$ cat config.mk
export PLATFORM = sky130hd
export DESIGN_NAME = btn_step_decoder
export DESIGN_NICKNAME = d
export VERILOG_FILES = /design/src/rtl/btn_step_decoder.sv
export SDC_FILE = /design/constraint.sdc
export NUM_CORES = 1
export LEC_CHECK = 0
export CORE_AREA = 3 3 91 58
export CTS_BUF_LIST = sky130_fd_sc_hd__clkbuf_4 sky130_fd_sc_hd__clkbuf_8 sky130_fd_sc_hd__clkbuf_16
export CTS_CLUSTER_DIAMETER = 30
export CTS_CLUSTER_SIZE = 28
export DETAILED_ROUTE_END_ITERATION = 16
export DIE_AREA = 0 0 94 61
export GPL_ROUTABILITY_DRIVEN = 0
export PLACE_DENSITY = 0.73
export SYNTH_ARGS = -nofsm -noshare
export SYNTH_HDL_FRONTEND = slang
export SYNTH_SLANG_ARGS = --single-unit
$ cat constraint.sdc
create_clock -name i_clk_fpga -period 2.04 [get_ports i_clk_fpga]
set_input_delay 0.306 -clock i_clk_fpga [delete_from_list [all_inputs] [get_ports i_clk_fpga]]
set_output_delay 0.306 -clock i_clk_fpga [all_outputs]
set_load 0.03 [all_outputs]
$ cat src/rtl/btn_step_decoder.sv
// btn_step_decoder: debounces two active-low push-buttons and turns each
// debounced press into a single-cycle step_up / step_dn pulse.
// Optional feature macro: AUTO_REPEAT_EN. When it is defined, holding a
// button emits extra steps, first after RPT_DLY clocks and then every
// RPT_PER clocks.
module btn_step_decoder #(
  parameter int DB_CNT  = 1_000_000,
  parameter int RPT_DLY = 50_000_000,
  parameter int RPT_PER = 10_000_000
) (
  input  logic i_clk_fpga,
  input  logic reset,
  input  logic btn_up,
  input  logic btn_dn,
  output logic step_up,
  output logic step_dn,
  output logic held
);

  localparam logic [1:0] IDLE     = 2'd0;
  localparam logic [1:0] DB_PRESS = 2'd1;
  localparam logic [1:0] HOLD     = 2'd2;
  localparam logic [1:0] DB_REL   = 2'd3;

  localparam logic [26:0] DB_LAST = 27'(DB_CNT - 1);
  localparam logic [26:0] T_MAX   = '1;

  // The synchronizers hold the inverted (active-high) level, so clearing
  // them on reset reads as "not pressed".
  logic [1:0] up_sync, dn_sync;
  logic       up_s, dn_s;

  logic [1:0]  state, state_nx;
  logic        dir, dir_nx;       // 0 = up, 1 = down
  logic [26:0] timer, timer_nx;
  logic        fire;              // a step is emitted on the next edge
  logic        sel, oth;          // latched button / the other button

  assign up_s = up_sync[1];
  assign dn_s = dn_sync[1];
  assign sel  = dir ? dn_s : up_s;
  assign oth  = dir ? up_s : dn_s;

`ifdef AUTO_REPEAT_EN
  logic [26:0] rpt, rpt_nx;
  logic        rpt_first, rpt_first_nx;  // initial delay already served
  localparam logic [26:0] RPT_DLY_LAST = 27'(RPT_DLY - 1);
  localparam logic [26:0] RPT_PER_LAST = 27'(RPT_PER - 1);
`endif

  // Two-flop synchronizers with inversion to active-high
  always_ff @(posedge i_clk_fpga or posedge reset) begin
    if (reset) begin
      up_sync <= 2'b00;
      dn_sync <= 2'b00;
    end else begin
      up_sync <= {up_sync[0], ~btn_up};
      dn_sync <= {dn_sync[0], ~btn_dn};
    end
  end

  // Next-state, timer and step-request logic
  always_comb begin
    state_nx = state;
    dir_nx   = dir;
    timer_nx = timer;
    fire     = 1'b0;
`ifdef AUTO_REPEAT_EN
    rpt_nx       = rpt;
    rpt_first_nx = rpt_first;
`endif
    case (state)
      IDLE: begin
        if (up_s ^ dn_s) begin
          dir_nx   = dn_s;
          timer_nx = '0;
          state_nx = DB_PRESS;
        end
      end
      DB_PRESS: begin
        if (!sel || oth) begin
          state_nx = IDLE;
        end else if (timer == DB_LAST) begin
          state_nx = HOLD;
          fire     = 1'b1;
`ifdef AUTO_REPEAT_EN
          rpt_nx       = '0;
          rpt_first_nx = 1'b0;
`endif
        end else begin
          timer_nx = (timer == T_MAX) ? timer : timer + 27'd1;
        end
      end
      HOLD: begin
        // The other button is deliberately ignored while holding.
        if (!sel) begin
          timer_nx = '0;
          state_nx = DB_REL;
        end else begin
`ifdef AUTO_REPEAT_EN
          if (rpt == (rpt_first ? RPT_PER_LAST : RPT_DLY_LAST)) begin
            fire         = 1'b1;
            rpt_nx       = '0;
            rpt_first_nx = 1'b1;
          end else begin
            rpt_nx = (rpt == T_MAX) ? rpt : rpt + 27'd1;
          end
`endif
        end
      end
      default: begin  // DB_REL; repeat timer frozen here
        if (sel) begin
          state_nx = HOLD;
`ifdef AUTO_REPEAT_EN
          rpt_nx       = '0;
          rpt_first_nx = 1'b0;
`endif
        end else if (timer == DB_LAST) begin
          state_nx = IDLE;
        end else begin
          timer_nx = (timer == T_MAX) ? timer : timer + 27'd1;
        end
      end
    endcase
  end

  // FSM state, timers and registered outputs
  always_ff @(posedge i_clk_fpga or posedge reset) begin
    if (reset) begin
      state   <= IDLE;
      dir     <= 1'b0;
      timer   <= '0;
      step_up <= 1'b0;
      step_dn <= 1'b0;
      held    <= 1'b0;
`ifdef AUTO_REPEAT_EN
      rpt       <= '0;
      rpt_first <= 1'b0;
`endif
    end else begin
      state   <= state_nx;
      dir     <= dir_nx;
      timer   <= timer_nx;
      step_up <= fire & ~dir_nx;
      step_dn <= fire &  dir_nx;
      held    <= (state_nx == HOLD) || (state_nx == DB_REL);
`ifdef AUTO_REPEAT_EN
      rpt       <= rpt_nx;
      rpt_first <= rpt_first_nx;
`endif
    end
  end

endmodule

Word-level counts from Yosys, hierarchy flattened
Index checks and enable logic that the tools add are counted.
{"block": "classes", "add_sub_neg": 1, "multipliers": 0, "div": 0, "order_cmp": 0, "eq_ne": 10, "shifts": 0, "mux": 21, "n_bitwise": 6, "n_reduce_logical": 5}
{"cell": "2-to-1 mux 27 bit", "count": 6}
{"cell": "one-hot mux 27 bit (3 select lines)", "count": 1}
{"cell": "adder 27 x 1 -> 27 bit (second input constant)", "count": 1}
{"cell": "equality test 27 x 20 -> 1 bit (second input constant)", "count": 1}
{"cell": "equality test 27 bit (second input constant)", "count": 1}
{"cell": "2-to-1 mux 2 bit", "count": 6}
{"cell": "2-to-1 mux 1 bit", "count": 7}
{"cell": "equality test 2 bit (second input constant)", "count": 3}
{"cell": "!= test 2 bit (second input constant)", "count": 3}
{"cell": "one-hot mux 2 bit (3 select lines)", "count": 1}
{"cell": "AND reduction 4 bit", "count": 1}
{"cell": "!= test 3 x 1 -> 1 bit (second input constant)", "count": 1}
{"cell": "NOT 1 bit", "count": 3}
{"cell": "bitwise AND 1 bit", "count": 2}
{"cell": "equality test 2 x 1 -> 1 bit (second input constant)", "count": 1}
{"cell": "logical NOT 2 bit", "count": 1}
{"cell": "logical OR 1 bit", "count": 2}
{"cell": "logical NOT 1 bit", "count": 1}
{"cell": "XOR 1 bit", "count": 1}
{"block": "word_totals", "reg_bits": 37, "latchBits": 0, "ram_bits": 0, "mem_bits_ro": 0, "in_bits": 4, "wordCells": 51, "memories": 0}

Longest topological paths before layout
Gate-level depths: netlist of the first run.
{"block": "depth", "ltp_word": 7, "mapped_depth": 9}

Worst setup path after synthesis of the first run
Ideal clock, no wire load.
{"block": "synth_path", "kind": "register to register", "startpoint": "register timer[0]", "endpoint": "register timer[3]", "setup_time_ns": 0.078, "t_arrival_ns": 1.975, "required_ns": 1.962, "path_slack_ns": -0.013, "stages_incl_launch_ff": 9, "n_path_buf": 1, "cell_sequence": "dfrtp_1 -> ha_1 -> and3_1 -> nand3_1 -> nor3_4 -> or2_4 -> buf_6 -> or4_1 -> a21oi_1"}
{"block": "synth_between", "elab_chain_cells": 5, "word_cells_on_any_way": 8, "cone_classes": "add/sub: 1; eq/ne: 2; mux: 5"}
{"item": "from (decl)", "line": "35", "rtl": "logic [26:0] timer, timer_nx;"}
{"item": "from (signal assigned)", "line": "143", "rtl": "timer <= timer_nx;"}
{"item": "adder 27 x 1 -> 27 bit or equality test 27 bit (tied branches)", "line": "91, 121"}
{"item": "2-to-1 mux 27 bit", "line": "91, 121"}
{"item": "2-to-1 mux 27 bit (*)", "line": "83, 118"}
{"item": "2-to-1 mux 27 bit, on equally long branches", "line": "112, 81"}
{"item": "one-hot mux 27 bit (3 select lines) (*)", "line": "72", "rtl": "case (state)"}
Every way passes the cells marked *; elsewhere a longest branch is shown, timed or not. The select of a mux whose other input is x is not followed.
A chain may end at the register's enable or synchronous reset.

Final worst setup path of the first run
{"block": "layout_path", "startpoint": "register timer[1]", "endpoint": "register timer[6]"}
The elaborated chain is that of the path after synthesis.

==> metrics.log, run 1 <==
INFO  metric post-synth-top-area-cell = dfrtp_1
INFO  metric post-synth-top-count-cell = dfrtp_1
INFO  metric start_kind = flop
INFO  metric run_status = finished with violations
INFO  metric vdd_ir_drop_max = 0.3464 mV
INFO  metric flop_pwr_share = between 50% and 60%
INFO  metric ys_seq_area_share = 45.85%
INFO  metric dr_total_vias = 1881
INFO  metric cp_data_required_time = roughly 2.3 ns
INFO  metric synth_commonest_cells = 37 x dfrtp_1, 23 x nor2_1, 19 x nand2_1
INFO  metric io-pin-count = 7
INFO  metric net-switching-power = 0.0003962 W
INFO  metric layout-drive-gt1-share = approximately 30%
INFO  metric timing.final.crit_share = 100.7%
INFO  metric detail_route.vias_per_cell = 5.878
INFO  metric synth.top_cells.by_area = dfrtp_1 46%, xnor2_1 6.1%, nor4_1 4.3%, nor2_1 4.3%, nand4_1 3.7%
INFO  metric synth.top_cell.area_share = 45.85%
INFO  metric nets = approximately 260
INFO  metric placedCellCount = 305
INFO  metric synth.lib_cells_used.distinct = a little over 40
INFO  metric effective_utilization_at_floorplan = 44.71%
INFO  metric synth-edff-count = 0
INFO  metric worst_pin_slew = between 0.5 and 0.6 ns
INFO  metric post-route-drc-count = 0
INFO  metric cap_viol_max_count = 0
INFO  metric rsz0062_at_grt = true
INFO  metric worst_clock_skew = 0.007163 ns
INFO  metric worst_path_clk_slew = 0.07 ns
INFO  metric pwr-share-comb = 14.0%
INFO  metric insertion_delay = 0.29 ns
INFO  metric grt_first_pass_wirelength = about 8300 um
INFO  metric die_x = 94 um
INFO  metric clock_tree.htree_level_count = 2
INFO  metric place_ws = -0.03887 ns
INFO  metric power.static_leakage = ~1.1 nW
INFO  metric timing.slew.headroom = 64.85%
INFO  metric criticalPathCategory = reg -> reg
INFO  metric setup_viol = 2
INFO  metric asr_flop_ratio_synth = 100.0%
INFO  metric power_switching_share = 26.05%
INFO  metric routed_wirelength = between 5000 and 6000 um
INFO  metric grt-ovfl-total = 0
INFO  metric areaGrowthSynthToFinish = 28.81%
INFO  metric tritoncts = built
INFO  metric drt.antenna.violating_nets = 0
INFO  metric crit_fanout = 6
INFO  metric grt_start_max_net_pins = 38
INFO  metric synth_area_per_cell = approximately 9.4 um2
INFO  metric tritoncts_num_sinks = 37
INFO  metric timing_max_transition_violations_final = 0
INFO  metric power-per-cell-area = 584.7 mW/mm2
INFO  metric post-dp-hpwl = 3517 um
INFO  metric max_clock_freq = 0.4870 GHz
INFO  metric syn_inst = approximately 210
INFO  metric holdWs = around 0.35 ns
INFO  metric internal_power_summed_over_all_cells = ~0.0011 W
INFO  metric clock_power_share = 34.9%
INFO  metric finish.cell_count_without_fillers = 320
INFO  metric cts_buffer_depth = 2
INFO  metric drt_first_iter_violations = 171
INFO  metric min_path_type = reg -> reg
INFO  metric placement_row_count = 19
INFO  metric critical_path_arrival = 2.28 ns
INFO  metric timing.final.ws_setup = -0.01329 ns
INFO  metric floorplan_die_area = between 0.005 and 0.006 mm2
INFO  metric placedInstanceArea = 0.002345 mm2
INFO  metric ys_warn_count = 0
INFO  metric vias_in_the_first_global_route = 1644
INFO  metric firstDrtPassIters = 5
INFO  metric cts_made_buffers = 5
INFO  metric worstSetupEndpointType = flop
INFO  metric hold_viol = 0
INFO  metric violations = setup timing
INFO  metric cts_root_buffer = clkbuf_8
INFO  metric antenna_cells = 0
INFO  metric grt_antenna_before_repair = 0
INFO  metric number_of_synthesized_register_bits = 37
INFO  metric design.core.area = 0.004517 mm2
INFO  metric finalWorstPathRequiredPeriod = a little over 2 ns
INFO  metric ys_dominant_reg_cell = dfrtp_1
INFO  metric syn-num-nets = around 220
INFO  metric synth.cell_area = roughly 0.0020 mm2
INFO  metric io_buffers = 6
INFO  metric groute.usage.overall = around a fifth
INFO  metric die-height = slightly above 60 um
INFO  metric wl_per_cell = 17.26 um
INFO  metric layout.cell_area.non_filler = 0.002601 mm2
[layout make-up]
cell class | instances | area, um2
Sequential cell | 37 | 929.6
Clock buffer | 7 | 90.09
Inverter | 5 | 18.77
Fill cell | 381 | 1916
Tap cell | 63 | 78.83
Multi-Input combinational cell | 164 | 1135
Timing Repair Buffer | 44 | 349.1
[per-stage QoR]
| stage | setup TNS, ns | utilization, % | total power [W] |
|---|---|---|---|
| 6_report | -0.01968 | 57.59 | 0.001521 |
| 3_5_place_dp | -0.1205 | 51.91 | 0.0009730 |
| 2_1_floorplan | 0 | - | 0.0009098 |
| 4_1_cts | 0 | 54.35 | 0.001510 |
| 5_1_grt | -1.340 | 57.59 | 0.001590 |
| 3_3_place_gp | 0 | 51.91 | 0.0009726 |
[critical path, cell delays in order (launching register included)]
cell,delay (ns)
dfrtp_1,0.39
ha_2,0.20
and3_4,0.19
nand4_1,0.16
nor4_4,0.10
buf_4,0.14
or3_4,0.33
or4_4,0.42
nand2_2,0.06
[sequential cells by signal, indices dropped and copies added (netlist names)]
signal,flops
step_up,1
dn_sync,2
state,2
dir,1
step_dn,1
timer,27
up_sync,2
held,1
[power by group through the flow]
stage               Clock, W  Sequential (W)  Combinational (W)
floorplan                  0        0.000788           0.000122
global placement           0        0.000788           0.000185
detailed placement         0        0.000790           0.000183
CTS                 0.000541        0.000775           0.000194
global route        0.000571        0.000780           0.000238
finish              0.000531        0.000777           0.000213
[cells in the final DEF, fill, tap and decap left out, types with 3 or more instances in the layout]
cell / synthesis / layout
buf_4: 1 / 37
dfrtp_1: 37 / 34
nor2_1: 23 / 21
nand2_1: 19 / 18
xnor2_1: 14 / 14
nand4_1: 12 / 12
nor4_1: 14 / 11
nand3_1: 8 / 7
o31ai_1: 7 / 7
a21oi_1: 8 / 7
or4_1: 8 / 7
clkbuf_8: 0 / 6
clkdlybuf4s50_1: 0 / 6
o21ai_0: 6 / 5
inv_1: 5 / 5
o211ai_1: 4 / 4
nand2b_1: 4 / 3
or2_4: 1 / 3
nor4b_1: 3 / 3
dfrtp_2: 0 / 3
[metal layers]
layer | vias up | wire [um] | GRT usage, %
li1 | 883 | - | -
met1 | 907 | 2664 | 30.91
met2 | 83 | 2325 | 26.03
met3 | 8 | 433 | 4.213
met4 | 0 | 99 | 6.790
met5 | - | 0 | 0
[repair_timing]
action | in CTS | in global routing
hold buffers | 0 | 0
pin swaps | 1 | 13
setup endpoints to repair | 5 | 31
gates resized for setup | 3 | 26
gates cloned | 2 | 0
setup buffers | 0 | 6
[cell families after synthesis]
logic type,share of synthesized area (%)
AND/OR/NAND/NOR,33.71
flip-flops,45.85
AO/OA/AOI/OAI,9.914
buffers and inverters,3.842
XOR/XNOR,6.072
adder cells (fa/ha/maj),0.6195
[worst paths after layout]
check / to / slack [ns] / cells after the start / start
hold / removal: dn_sync[1]$_DFF_PP0_ / 0.35 / 0 / dn_sync[0]$_DFF_PP0_
max in group asynchronous: timer[11]$_DFFE_PP0P_ / 1.28 / 3 / reset
min in group asynchronous: up_sync[0]$_DFF_PP0_ / 0.42 / 3 / reset
hold reg to reg: dn_sync[1]$_DFF_PP0_ / 0.35 / 0 / dn_sync[0]$_DFF_PP0_
setup / recovery: timer[6]$_DFFE_PP0P_ / -0.01 / 8 / timer[1]$_DFFE_PP0P_
setup reg to reg: timer[6]$_DFFE_PP0P_ / -0.01 / 8 / timer[1]$_DFFE_PP0P_
(Power assumes the default switching activity.)
==> run 2: changes to the inputs <==
clock period = 1.7 ns   (was 2.04 ns; I/O delays follow)
==> run 2 against run 1 <==
Net effect: the flow still finishes with violations (setup timing); clock power rose by 27%; via count rose by 8.7%; sequential cell count did not move; maximum frequency fell by 0.63%; utilization rose by 11 points; power rose by 27%; register-to-register slack got worse by 0.35 ns; sequential share of layout area fell by 6.0 points; first-iteration DRC count rose by 38%.
==> metrics.log, run 2 (synthesis results as in run 1) <==
INFO  metric criticalPathCategory = reg -> reg
INFO  metric start_kind = flop
INFO  metric top_register = timer
INFO  metric layout.cells.most_common_list = 57 x buf_4, 36 x dfrtp_1, 21 x nor2_1
INFO  metric detail_route.vias_per_cell = 5.774
INFO  metric grt_first_pass_wirelength = 9666 um
INFO  metric run_status = finished with violations
INFO  metric io_buffers = 6
INFO  metric timing.slew.headroom = 68.24%
INFO  metric timing.final.crit_share = 121.5%
INFO  metric power-per-cell-area = 619.4 mW/mm2
INFO  metric floorplan_die_area = 0.005734 mm2
INFO  metric multiInputGateArea = between 0.001 and 0.0015 mm2
INFO  metric commonest_non_fill_non_tap_cell_in_the_layout = buf_4
INFO  metric holdWs = 0.3530 ns
INFO  metric finalWorstPathRequiredPeriod = 2.066 ns
INFO  metric insertion_delay = 0.29 ns
INFO  metric tritoncts = built
INFO  metric areaGrowthSynthToFinish = 54.15%
INFO  metric firstDrtPassIters = 4
INFO  metric violations = setup timing
INFO  metric tns = -7.926 ns
INFO  metric grt_start_max_net_pins = 38
INFO  metric critical_path_arrival = 2.24 ns
INFO  metric power.static_leakage = 1.300 nW
INFO  metric clock_tree.htree_level_count = 2
INFO  metric vdd_ir_drop_max = 0.5182 mV
INFO  metric drt_first_iter_violations = about 240
INFO  metric layout-drive-gt1-share = 45.36%
INFO  metric groute.usage.overall = 22.63%
INFO  metric design.core.area = between 0.004 and 0.005 mm2
INFO  metric finish.cell_count_without_fillers = 354
INFO  metric dr_total_vias = 2044
INFO  metric max_clock_freq = a little under 0.5 GHz
INFO  metric filler_cell_count = 315
INFO  metric effective_utilization_at_floorplan = 44.71%
INFO  metric placement_row_count = 19
INFO  metric worst_clock_skew = 0.005893 ns
INFO  metric crit_fanout = 6
INFO  metric cap_viol_max_count = 0
INFO  metric tritoncts_num_sinks = 37
INFO  metric antenna_cells = 0
INFO  metric timing_max_transition_violations_final = 0
INFO  metric worst_path_clk_slew = 0.07 ns
INFO  metric worstSetupEndpointType = flop
INFO  metric rsz0062_at_grt = true
INFO  metric placedCellCount = 326
INFO  metric routed_wirelength = 6466 um
INFO  metric placedInstanceArea = 0.002534 mm2
INFO  metric vias_in_the_first_global_route = 1899
INFO  metric grt_antenna_before_repair = 0
INFO  metric post-route-drc-count = 0
INFO  metric cts_made_buffers = 5
INFO  metric seqCellArea = a little over 900 um2
INFO  metric post-dp-hpwl = 3682 um
INFO  metric worst_pin_slew = 0.4728 ns
INFO  metric layout.cell_area.non_filler = 0.003113 mm2
INFO  metric setup_viol = 32
INFO  metric nets = roughly 300
INFO  metric timing.final.ws_setup = -0.3663 ns
INFO  metric cts_buffer_depth = 2
INFO  metric hold_buffers = 0
INFO  metric rrSetupSlack = -0.37 ns
INFO  metric io-pin-count = 7
INFO  metric largest_reg_flops = 27
INFO  metric cts_root_buffer = clkbuf_8
INFO  metric die_x = approximately 94 um
INFO  metric cp_data_required_time = between 1.5 and 2 ns
INFO  metric drt.antenna.violating_nets = 0
INFO  metric wl_per_cell = about 18 um
INFO  metric die-height = 61 um
INFO  metric min_path_type = reg -> reg
INFO  metric grt-ovfl-total = 0
INFO  metric hold_viol = 0
run 2: cell types whose count changed in the layout (fill, tap and decap cells not counted), moves of 6 or more:
cell and change:
nor4_1 -10, nor4_2 +6, buf_6 +9, buf_4 +20
run 2: what timing repair did:
item	CTS	global route
cloned	2	1
setup endpoints to repair	32	32
setup buffers	11	6
pin swaps	14	18
resized for setup	26	41
run 2: worst paths after layout:
kind / from / end / cells past startpoint
max in group asynchronous: reset / timer[10]$_DFFE_PP0P_ / 3
hold reg to reg: dn_sync[0]$_DFF_PP0_ / dn_sync[1]$_DFF_PP0_ / 0
setup / recovery: timer[11]$_DFFE_PP0P_ / timer[2]$_DFFE_PP0P_ / 8
hold / removal: dn_sync[0]$_DFF_PP0_ / dn_sync[1]$_DFF_PP0_ / 0
setup reg to reg: timer[11]$_DFFE_PP0P_ / timer[2]$_DFFE_PP0P_ / 8
min in group asynchronous: reset / timer[4]$_DFFE_PP0P_ / 3
run 2: worst max-delay path: stages, from the launching register on:
cell      delay [ns]
dfrtp_1         0.41
buf_6           0.12
nand4_1         0.11
or2_4           0.30
nor4_4          0.47
buf_4           0.25
nand2b_4        0.14
or3_1           0.10
a21oi_1         0.06
run 2: layout make-up:
class	count	area share, %
multi-input cells	165	42.93
flip-flops and latches	37	29.78
repair buffers	76	20.90
clock buffers	7	3.095
well taps	63	2.532
inverters	5	0.6029
clock inverters	1	0.1608
run 2: power by group:
group	internal [W]	switching, W
clock	0.000366	0.000308
sequential	0.000908	0.0000247
combinational	0.000135	0.000186
total	0.00141	0.000519
run 2: routing by layer:
layer,vias to the layer above,global-route usage [%],wire (um)
li1,949,-,-
met1,986,32.92,2919
met2,90,33.30,2903
met5,-,0,0
met4,0,8.230,130
met3,19,5.081,512
run 2: metrics by stage:
step / power, W / worst slack, ns / util (%)
6_report: 0.001928 / -0.3663 / 68.92
5_1_grt: 0.002011 / -0.4284 / 68.92
4_1_cts: 0.001902 / -0.2378 / 63.02
3_5_place_dp: 0.001193 / -0.2800 / 56.09
3_3_place_gp: 0.001189 / -0.2386 / 56.09
2_1_floorplan: 0.001097 / -0.1933 / -
==> edit: new RTL, flow settings as in run 2 <==
`DB_CNT`: 1_000_000 -> 524_288.
--- a/src/rtl/btn_step_decoder.sv
+++ b/src/rtl/btn_step_decoder.sv
@@ -5,5 +5,5 @@
 // RPT_PER clocks.
 module btn_step_decoder #(
-  parameter int DB_CNT  = 1_000_000,
+  parameter int DB_CNT  = 524_288,
   parameter int RPT_DLY = 50_000_000,
   parameter int RPT_PER = 10_000_000
Behaviour: no difference found for any inputs over 10 cycles, from zero or initial values and one cycle with reset high; that may be too few to reach the edited logic, so the function may still have changed.
==> edit against run 2 <==
  * Worst hold slack got worse by 0.047 ns
  * Global-route usage up 0.40 points
  * Worst setup slack better by 0.14 ns
  * Routed wire length increased by 14%
  * Clock skew is 0.00057 ns higher
  * Design area grew 4.8%
  * Utilization rose by 3.3 points
  * Sequential cell count did not move
  * Total power rose by 7.4%
  * Cell count is 6.8% higher
  * Highest routed layer unchanged
  * Synthesized area rose by 2.4%
  * The run still ends with setup timing left
==> edit: results (changes against run 2) <==
[metrics] outcome: finished, violations left
[metrics] violated checks: setup timing
[metrics] clk_lat worst skew: 0.31 ns (+0.02 ns)
[metrics] n_diodes: 0 (unchanged)
[metrics] number of distinct library cell variants in the gate-level netlist after synthesis: 37 (-9.8%)
[metrics] pin slew with the least headroom to its limit: 0.347 ns (-0.125 ns)
[metrics] Clk pin slew, worst setup/hold paths: 0.08 ns
[metrics] count of placed standard cells in the final layout, fillers left out: 378 (+6.8%)
[metrics] detailed-route wire length on metal 1: 2920 um (about the same)
[metrics] aggregate routed wire length: 7400 um (+14%)
[metrics] Filler Cells Inserted: 321 (+1.9%)
[metrics] first-pass iteration count of the detailed router: 5 (+1)
[metrics] top cells by area, synth: dfrtp_1 (45%), or4_1 (7.3%), o31ai_1 (6.9%), a21oi_1 (5.3%), nand4_1 (4.2%)
[metrics] global-route total usage across every layer: 23.0% (+0.40 points)
[metrics] placed standard-cell area: 2780 um2 (+9.7%)
[metrics] static power due to leakage: 1.45 nW (+11%)
[metrics] largest net degree at the start of global routing: 38 (unchanged)
[metrics] number of cells after detailed placement: 350 (+7.4%)
[metrics] layout net count: 319 (+8.1%)
[metrics] highest net fanout along the worst path: 5 (-1)
[metrics] CP arrival: 2.15 ns (-0.09 ns)
[metrics] first-pass GRT wire length: 10,000 um (+3.5%)
[metrics] sequential share of the synthesized area: 44.8% (-1.1 points)
[metrics] Clock Skews: 0.00646 ns (+0.000569 ns)
[metrics] Worst Setup Slack, final: -0.228 ns (+0.138 ns)
[metrics] post-synthesis net count: 224 (+2.3%)
[metrics] share of cells above drive strength 1: 45.7% (+0.35 points)
[metrics] average cell area after synthesis: 9.44 um2 (about the same)
[metrics] flip-flop count of the largest register, all copies and words added: 27 (unchanged)
[metrics] met2 usage in global routing: 37.1% (+3.8 points)
[metrics] post-detailed-placement half-perimeter wirelength: 4060 um (+10%)
[metrics] type of the worst min-delay path: in2async
[metrics] via count of the first global-routing pass: 2,080 (+9.5%)
[metrics] port bufs: 6 (unchanged)
[metrics] Met2 Routed Length: 3610 um (+24%)
[metrics] wire length on met3: 585 um (+14%)
[metrics] Max IR drop VDD: 0.477 mV (-8.0%)
[metrics] Final TNS setup: -4.07 ns (+3.86 ns)
[metrics] slowest stage cell on the critical path: or4_1
[metrics] vias after detailed routing: 2,321 (+14%)
[metrics] global routing met3 resource utilization: 5.82% (+0.74 points)
[metrics] Placement Setup Slack: -0.182 ns (+0.0984 ns)
[metrics] final setup violation count: 32 (unchanged)
[metrics] M1 GR Usage: 30.9% (-2.0 points)
[metrics] violation count after the first detailed-routing iteration: 124 (-47%)
[metrics] leading post-synthesis cells by instance count: dfrtp_1 (37), a21oi_1 (22), or4_1 (20)
## edit: cell count changes after synthesis, sizes merged, moves of 4 or more
cell,delta
nand3,+5
xnor2,-14
nand2,-5
or4,+11
o21a,+4
nor2,-16
nor4,-7
o31ai,+12
a21oi,+14
## edit: final timing paths
check	to	slack, ns	start	cells past startpoint
max in group asynchronous	dir	1.17	reset	3
worst min register to register	up_sync[1]	0.35	up_sync[0]	0
min in group i_clk_fpga	up_sync[1]	0.35	up_sync[0]	0
worst max-delay path	timer[23]	-0.23	timer[3]	7
worst min-delay path	timer[25]	0.31	reset	3
worst max register to register	timer[23]	-0.23	timer[3]	7
## edit: area by class of cell
type,count,area share [%]
Multi-Input combinational cell,162,39.3
Sequential cell,37,28.5
Tap cell,63,2.42
Inverter,7,0.805
Clock buffer,8,2.80
Timing Repair Buffer,101,26.2
## edit: logic make-up (layout without fill, tap and decap cells)
group | after synthesis | after routing | share of synthesized area [%]
fa+ha+maj | 1 | 1 | 0.605
mux | 3 | 3 | 1.45
flops | 37 | 37 | 44.8
buf+inv | 20 | 116 | 4.60
simple gates | 98 | 98 | 28.8
compound gates | 60 | 60 | 19.8
## edit: where the power goes
part,switching [W],leakage [nW],total [W],internal (W)
clock network,0.000330,0.0498,0.000670,0.000339
registers,0.0000462,0.498,0.000959,0.000913
logic,0.000233,0.901,0.000441,0.000209
total,0.000609,1.45,0.00207,0.00146
## edit: per-stage QoR
step	utilization, %	power, W
floorplan	-	0.00114
global placement	61.6	0.00127
detailed placement	61.6	0.00128
CTS	66.9	0.00196
global route	72.2	0.00215
finish	72.2	0.00207
## edit: what timing repair did
action                                  CTS  global route
endpoints found under the setup margin   31            32
hold buffers                              0             0
cloned                                    1             1
pin swaps                                 8            14
resized for setup                        22            27
setup buffers                             7            12
